--- config.mk ---
export PLATFORM = sky130hd
export DESIGN_NAME = evo_scheduler
export DESIGN_NICKNAME = d
export VERILOG_FILES = /design/src/rtl/evo_scheduler.sv
export SDC_FILE = /design/constraint.sdc
export NUM_CORES = 1
export LEC_CHECK = 0
export BUFFER_PORTS_ARGS = -buffer_cell sky130_fd_sc_hd__buf_2
export CORE_ASPECT_RATIO = 1.1
export CORE_MARGIN = 1
export CORE_UTILIZATION = 48
export DETAILED_ROUTE_END_ITERATION = 16
export PLACE_DENSITY = 0.68
export SLEW_MARGIN = 20
export SYNTH_ARGS = -nofsm -noshare
export SYNTH_HDL_FRONTEND = slang
export SYNTH_SLANG_ARGS = --single-unit
--- constraint.sdc ---
create_clock -name clk -period 3.2 [get_ports clk]
set_input_delay 0.64 -clock clk [delete_from_list [all_inputs] [get_ports clk]]
set_output_delay 0.64 -clock clk [all_outputs]
set_load 0.02 [all_outputs]
--- src/rtl/evo_scheduler.sv ---
// evo_scheduler: paces generations of the evolution engine, services single
// cell edits and full-board clears, and decides who owns the board RAM.
// All outputs are registered; each transition sets the outputs for the state
// being entered so they are valid for the whole of that state.
module evo_scheduler #(
  parameter int P_PARAM_M = 5,
  parameter int P_PARAM_N = 5,
  parameter int WIDTH     = 12,
  parameter int TICK_BASE = 1000
) (
  input  logic               clk,
  input  logic               rst_n,
  input  logic               run_sw,
  input  logic               step_btn,
  input  logic               clear_btn,
  input  logic [2:0]         period_sel,
  input  logic               edit_req,
  input  logic [2*WIDTH-1:0] edit_pos,
  input  logic               edit_val,
  input  logic               engine_copy_wden,
  output logic               evo_toggle,
  output logic               engine_owns_ram,
  output logic               ram_wden,
  output logic [2*WIDTH-1:0] ram_wr_pos,
  output logic               ram_wr_val,
  output logic               edit_ack,
  output logic [15:0]        gen_count,
  output logic               busy
);

  localparam int PW = 2 * WIDTH;
  localparam logic [PW-1:0] CELLS    = PW'(P_PARAM_M * P_PARAM_N);
  localparam logic [PW-1:0] LAST_IDX = PW'(P_PARAM_M * P_PARAM_N - 1);

  localparam logic [2:0] S_IDLE   = 3'd0;
  localparam logic [2:0] S_WAIT   = 3'd1;
  localparam logic [2:0] S_EVOLVE = 3'd2;
  localparam logic [2:0] S_EDIT   = 3'd3;
  localparam logic [2:0] S_CLEAR  = 3'd4;

  logic [2:0]    state;
  logic [2:0]    ret_state;
  logic [31:0]   tick_cnt;
  logic [31:0]   period_m1;
  logic [PW-1:0] clr_idx;
  logic          pend_clr;
  logic          prev_wden;
  logic          tick_hit;
  logic          done_edge;

  // Period limit follows period_sel every cycle; >= lets a shortened period fire at once.
  always_comb begin
    period_m1 = (32'(TICK_BASE) << period_sel) - 32'd1;
    tick_hit  = (tick_cnt >= period_m1);
    done_edge = prev_wden & ~engine_copy_wden;
  end

  // Previous engine copy-write enable, used to find its falling edge.
  always_ff @(posedge clk or negedge rst_n) begin
    if (!rst_n) prev_wden <= 1'b0;
    else        prev_wden <= engine_copy_wden;
  end

  // Scheduler state machine with registered outputs.
  always_ff @(posedge clk or negedge rst_n) begin
    if (!rst_n) begin
      state           <= S_IDLE;
      ret_state       <= S_IDLE;
      tick_cnt        <= 32'd0;
      clr_idx         <= '0;
      pend_clr        <= 1'b0;
      evo_toggle      <= 1'b0;
      engine_owns_ram <= 1'b0;
      ram_wden        <= 1'b0;
      ram_wr_pos      <= '0;
      ram_wr_val      <= 1'b0;
      edit_ack        <= 1'b0;
      gen_count       <= 16'd0;
      busy            <= 1'b0;
    end else begin
      edit_ack <= 1'b0;
      ram_wden <= 1'b0;
      case (state)
        S_IDLE, S_WAIT: begin
          if (pend_clr || clear_btn) begin
            state           <= S_CLEAR;
            clr_idx         <= '0;
            pend_clr        <= 1'b0;
            gen_count       <= 16'd0;
            tick_cnt        <= 32'd0;
            ram_wden        <= 1'b1;
            ram_wr_pos      <= '0;
            ram_wr_val      <= 1'b0;
            engine_owns_ram <= 1'b0;
            busy            <= 1'b1;
          end else if (edit_req) begin
            // Out-of-range positions are acknowledged but never written.
            state      <= S_EDIT;
            ret_state  <= state;
            edit_ack   <= 1'b1;
            ram_wden   <= (edit_pos < CELLS);
            ram_wr_pos <= edit_pos;
            ram_wr_val <= edit_val;
            busy       <= 1'b1;
          end else if (step_btn || (state == S_WAIT && run_sw && tick_hit)) begin
            state           <= S_EVOLVE;
            evo_toggle      <= ~evo_toggle;
            tick_cnt        <= 32'd0;
            engine_owns_ram <= 1'b1;
            busy            <= 1'b1;
          end else if (state == S_IDLE) begin
            if (run_sw) begin
              state    <= S_WAIT;
              tick_cnt <= 32'd0;
              busy     <= 1'b1;
            end
          end else if (!run_sw) begin
            state    <= S_IDLE;
            tick_cnt <= 32'd0;
            busy     <= 1'b0;
          end else begin
            tick_cnt <= tick_cnt + 32'd1;
          end
        end
        S_EVOLVE: begin
          if (clear_btn) pend_clr <= 1'b1;
          if (done_edge) begin
            engine_owns_ram <= 1'b0;
            if (pend_clr || clear_btn) begin
              state      <= S_CLEAR;
              clr_idx    <= '0;
              pend_clr   <= 1'b0;
              gen_count  <= 16'd0;
              tick_cnt   <= 32'd0;
              ram_wden   <= 1'b1;
              ram_wr_pos <= '0;
              ram_wr_val <= 1'b0;
            end else begin
              gen_count <= gen_count + 16'd1;
              tick_cnt  <= 32'd0;
              if (run_sw) begin
                state <= S_WAIT;
              end else begin
                state <= S_IDLE;
                busy  <= 1'b0;
              end
            end
          end
        end
        S_EDIT: begin
          // Tick counter is left untouched so a paused WAIT resumes where it was.
          state <= ret_state;
          busy  <= (ret_state != S_IDLE);
        end
        S_CLEAR: begin
          if (clr_idx == LAST_IDX) begin
            tick_cnt <= 32'd0;
            if (run_sw) begin
              state <= S_WAIT;
            end else begin
              state <= S_IDLE;
              busy  <= 1'b0;
            end
          end else begin
            clr_idx    <= clr_idx + 1'b1;
            ram_wden   <= 1'b1;
            ram_wr_pos <= clr_idx + 1'b1;
            ram_wr_val <= 1'b0;
          end
        end
        default: begin
          state           <= S_IDLE;
          engine_owns_ram <= 1'b0;
          busy            <= 1'b0;
        end
      endcase
    end
  end

endmodule

==> flow_summary.json <==
{
  "timing.fmax_mhz": 337,
  "final.period_utilization": 0.926,
  "fillers": 1278,
  "cts.path.max_buffers": 2,
  "first_pass_iters": 6,
  "placed_area_um2": 7520,
  "power_switching_mw": 2.64,
  "grt_overflow": 0,
  "die_w_um": 116,
  "pwr-share-seq": 0.338,
  "cts_tree": "built",
  "syn_area_um2": 6870,
  "cts_buffers": 9,
  "core-area_um2": 13900,
  "syn_to_final_growth_pct": 14.2,
  "startpoint_type": "input port",
  "vias": 6507,
  "regArea_um2": 2750,
  "cap_violations": 0,
  "finalSetupViolCount": 0,
  "clock-root-buffer": "clkbuf_16",
  "synth_top_area_share": 0.401,
  "crit_required_ns": 3.45,
  "port_buffers": 80,
  "ant_nets": 0,
  "grt_use_total": 0.263,
  "syn_avg_cell_area_um2": 8.72,
  "post_cts_buffers": 0,
  "grt_pass1_wl_um": 30500,
  "dp.cells": 1040,
  "antenna_found_initial": 0,
  "relSlewSlack": 0.377,
  "worst_pin_slew_ns": 0.934,
  "yosysWarnings": 0,
  "skew_ns": 0.0100,
  "finalWorstSetupSlack_ns": 0.236,
  "synth_commonest_cells": "110 x dfrtp_1, 83 x nor2_1, 70 x nand2_1",
  "timing.rr.start": "state[2]$_DFFE_PN0P_",
  "crit_fanout": 8,
  "finalNonFillerCells": 1056,
  "clkPwrFrac": 0.210,
  "ff2ff_path_depth": 7,
  "reg2reg_setup_slack_ns": 0.32,
  "synth_cell_type_count": 75,
  "grt_start_max_net_pins": 51,
  "wirelength_um": 18500,
  "ys_async_sr_fraction": 1.00,
  "fp.dieH_um": 128,
  "p_leak_nw": 3.52,
  "hold_viol": 0,
  "dpl_worst_slack_ns": -0.226,
  "p_comb_frac": 0.452,
  "htree_levels": 3,
  "synth.most_common_cell": "dfrtp_1",
  "power_density_nw_per_um2": 751,
  "cts.sinks": 110,
  "synth_ff_type": "dfrtp_1",
  "ir_drop_uv": 650,
  "internal_power_mw": 3.25,
  "dp_hpwl_um": 13500,
  "synth_top_cell_by_area": "dfrtp_1",
  "drive_gt1_frac": 0.179,
  "drc": 0,
  "cp-end-kind": "flip-flop",
  "drt_iter0_drc": 629,
  "fin_area_um2": 7850,
  "multi_input_area_um2": 3830,
  "worst-setup-path-type": "in -> reg",
  "post_drt_wl_per_cell_um": 17.6,
  "timing.rr.end": "tick_cnt[22]$_DFFE_PN0P_",
  "num_antenna_cells": 0,
  "rows": 45,
  "path_clk_slew_ns": 0.07,
  "min_path_type": "in -> async",
  "min_period_ns": 2.96,
  "insertion_delay_ns": 0.36,
  "seq_area_frac_synth": 0.401,
  "start_util": 0.494,
  "synth_seq_cells": 110,
  "slew_viol_final": 0,
  "yosys-top-cells-area": "dfrtp_1 40%, nor2_1 4.5%, a21oi_1 4.1%, ha_1 4.0%, o21ai_0 4.0%",
  "dieArea_um2": 14800,
  "fin_nets": 920,
  "synth_edf_count": 0,
  "viasPerCell": 6.16,
  "grt_pass1_vias": 6189,
  "run_status": "finished, final reports clean",
  "cts_hold_buffers": 0,
  "rsz0062_at_grt": "false",
  "place.gp.congestion": 0.904,
  "p_sw_frac": 0.448,
  "cp.arrival_ns": 3.21,
  "netlist_instances": 788,
  "power_mw": 5.89,
  "ioPinCount": 81
}
-- power groups by stage --
stage	Combinational [mW]	Clock, mW	Sequential, mW
finish	2.66	1.24	1.99
global route	2.93	1.31	2.03
CTS	2.65	1.25	1.98
detailed placement	2.65	0	1.99
global placement	2.59	0	1.99
floorplan	1.74	0	2.10
-- stage by stage --
stage | setup TNS, ns | hold WS [ns] | util
after floorplan | 0 | 0.344 | -
after global placement | -0.0354 | 0.489 | 0.541
after detailed placement | -2.03 | 0.497 | 0.541
after CTS | 0 | 0.321 | 0.564
after global routing | 0 | 0.332 | 0.564
final | 0 | 0.295 | 0.564
-- metal layers --
| metal | up-vias | global-route usage | part of all wire |
|---|---|---|---|
| li1 | 3047 | - | - |
| met1 | 3157 | 0.346 | 0.43 |
| met2 | 269 | 0.435 | 0.48 |
| met3 | 34 | 0.0394 | 0.067 |
| met4 | 0 | 0.104 | 0.025 |
| met5 | - | 0 | 0 |
-- cell usage in the layout (no fill, tap or decap), types with 5 or more instances in the layout --
cell       synthesis  final
a21o_1            10     10
a22o_1            13     13
and4_1             8      8
ha_1              22     21
o31ai_1            6      6
and2_1             8      8
and3_1            16     16
buf_4              2     25
nand3_1           45     45
xor2_1            17     17
nand4_1           16     16
nor4_2             5      5
a31oi_1           22     22
inv_1             22     21
nor4_1            19     19
o21ai_0           55     54
buf_2             18     79
dfrtp_1          110    110
xnor2_1           16     16
nand2_1           70     70
clkbuf_16          0      9
nor2b_1            8      8
a21oi_1           56     56
a22oi_1           18     18
nor2_1            83     83
o21ai_1            5      6
nor3_1            21     20
-- worst max-delay path, cell delays in order --
cell and delay [ns]:
buf_2 0.11, nor2_1 0.13, nand2_1 0.10, ha_2 0.21, a21oi_1 0.14, nand2_1 0.06
o21ai_1 0.08, ha_1 0.27, a21oi_1 0.20, o221ai_2 0.12, a221oi_2 0.38, o211a_1 0.20
nand2_1 0.07, buf_4 0.21, o41ai_2 0.29
-- cell type report --
cell class	count	area share
Multi-Input combinational cell	614	0.488
Clock buffer	9	0.0287
Inverter	22	0.0105
Timing Repair Buffer	106	0.0794
Clock inverter	7	0.0124
Tap cell	188	0.0300
Sequential cell	110	0.351
-- logic make-up (layout without fill, tap and decap cells) --
group | after synthesis | after routing | synth area share
xor+xnor | 33 | 33 | 0.0421
other cells | 1 | 3 | 0.000546
buf+inv | 66 | 144 | 0.0475
compound gates | 223 | 223 | 0.215
mux | 6 | 6 | 0.00947
simple gates | 327 | 327 | 0.245
fa+ha+maj | 22 | 22 | 0.0401
flops | 110 | 110 | 0.401
-- state kept, by name, indices dropped and copies added, names as in the netlist --
name	count
clr_idx	24
gen_count	16
ret_state	3
ram_wr_pos	24
ram_wden	1
ram_wr_val	1
engine_owns_ram	1
evo_toggle	1
pend_clr	1
busy	1
state	3
tick_cnt	32
prev_wden	1
edit_ack	1
-- worst max-delay path by stage --
| stage | from | to | slack [ns] |
|---|---|---|---|
| finish | period_sel[1] | tick_cnt[22]$_DFFE_PN0P_ | 0.24 |
| global route | period_sel[1] | tick_cnt[22]$_DFFE_PN0P_ | 0.02 |
| CTS | period_sel[1] | tick_cnt[15]$_DFFE_PN0P_ | 0.14 |
| detailed placement | period_sel[1] | tick_cnt[15]$_DFFE_PN0P_ | -0.23 |
| global placement | period_sel[1] | tick_cnt[15]$_DFFE_PN0P_ | -0.02 |
| floorplan | period_sel[2] | tick_cnt[20]$_DFFE_PN0P_ | 0.02 |
-- timing repair --
action,CTS,global route
endpoints found under the setup margin,0,10
gates resized for setup,0,3
hold endpoints to repair,0,0
No activity file was read; power rests on OpenSTA's default activity.
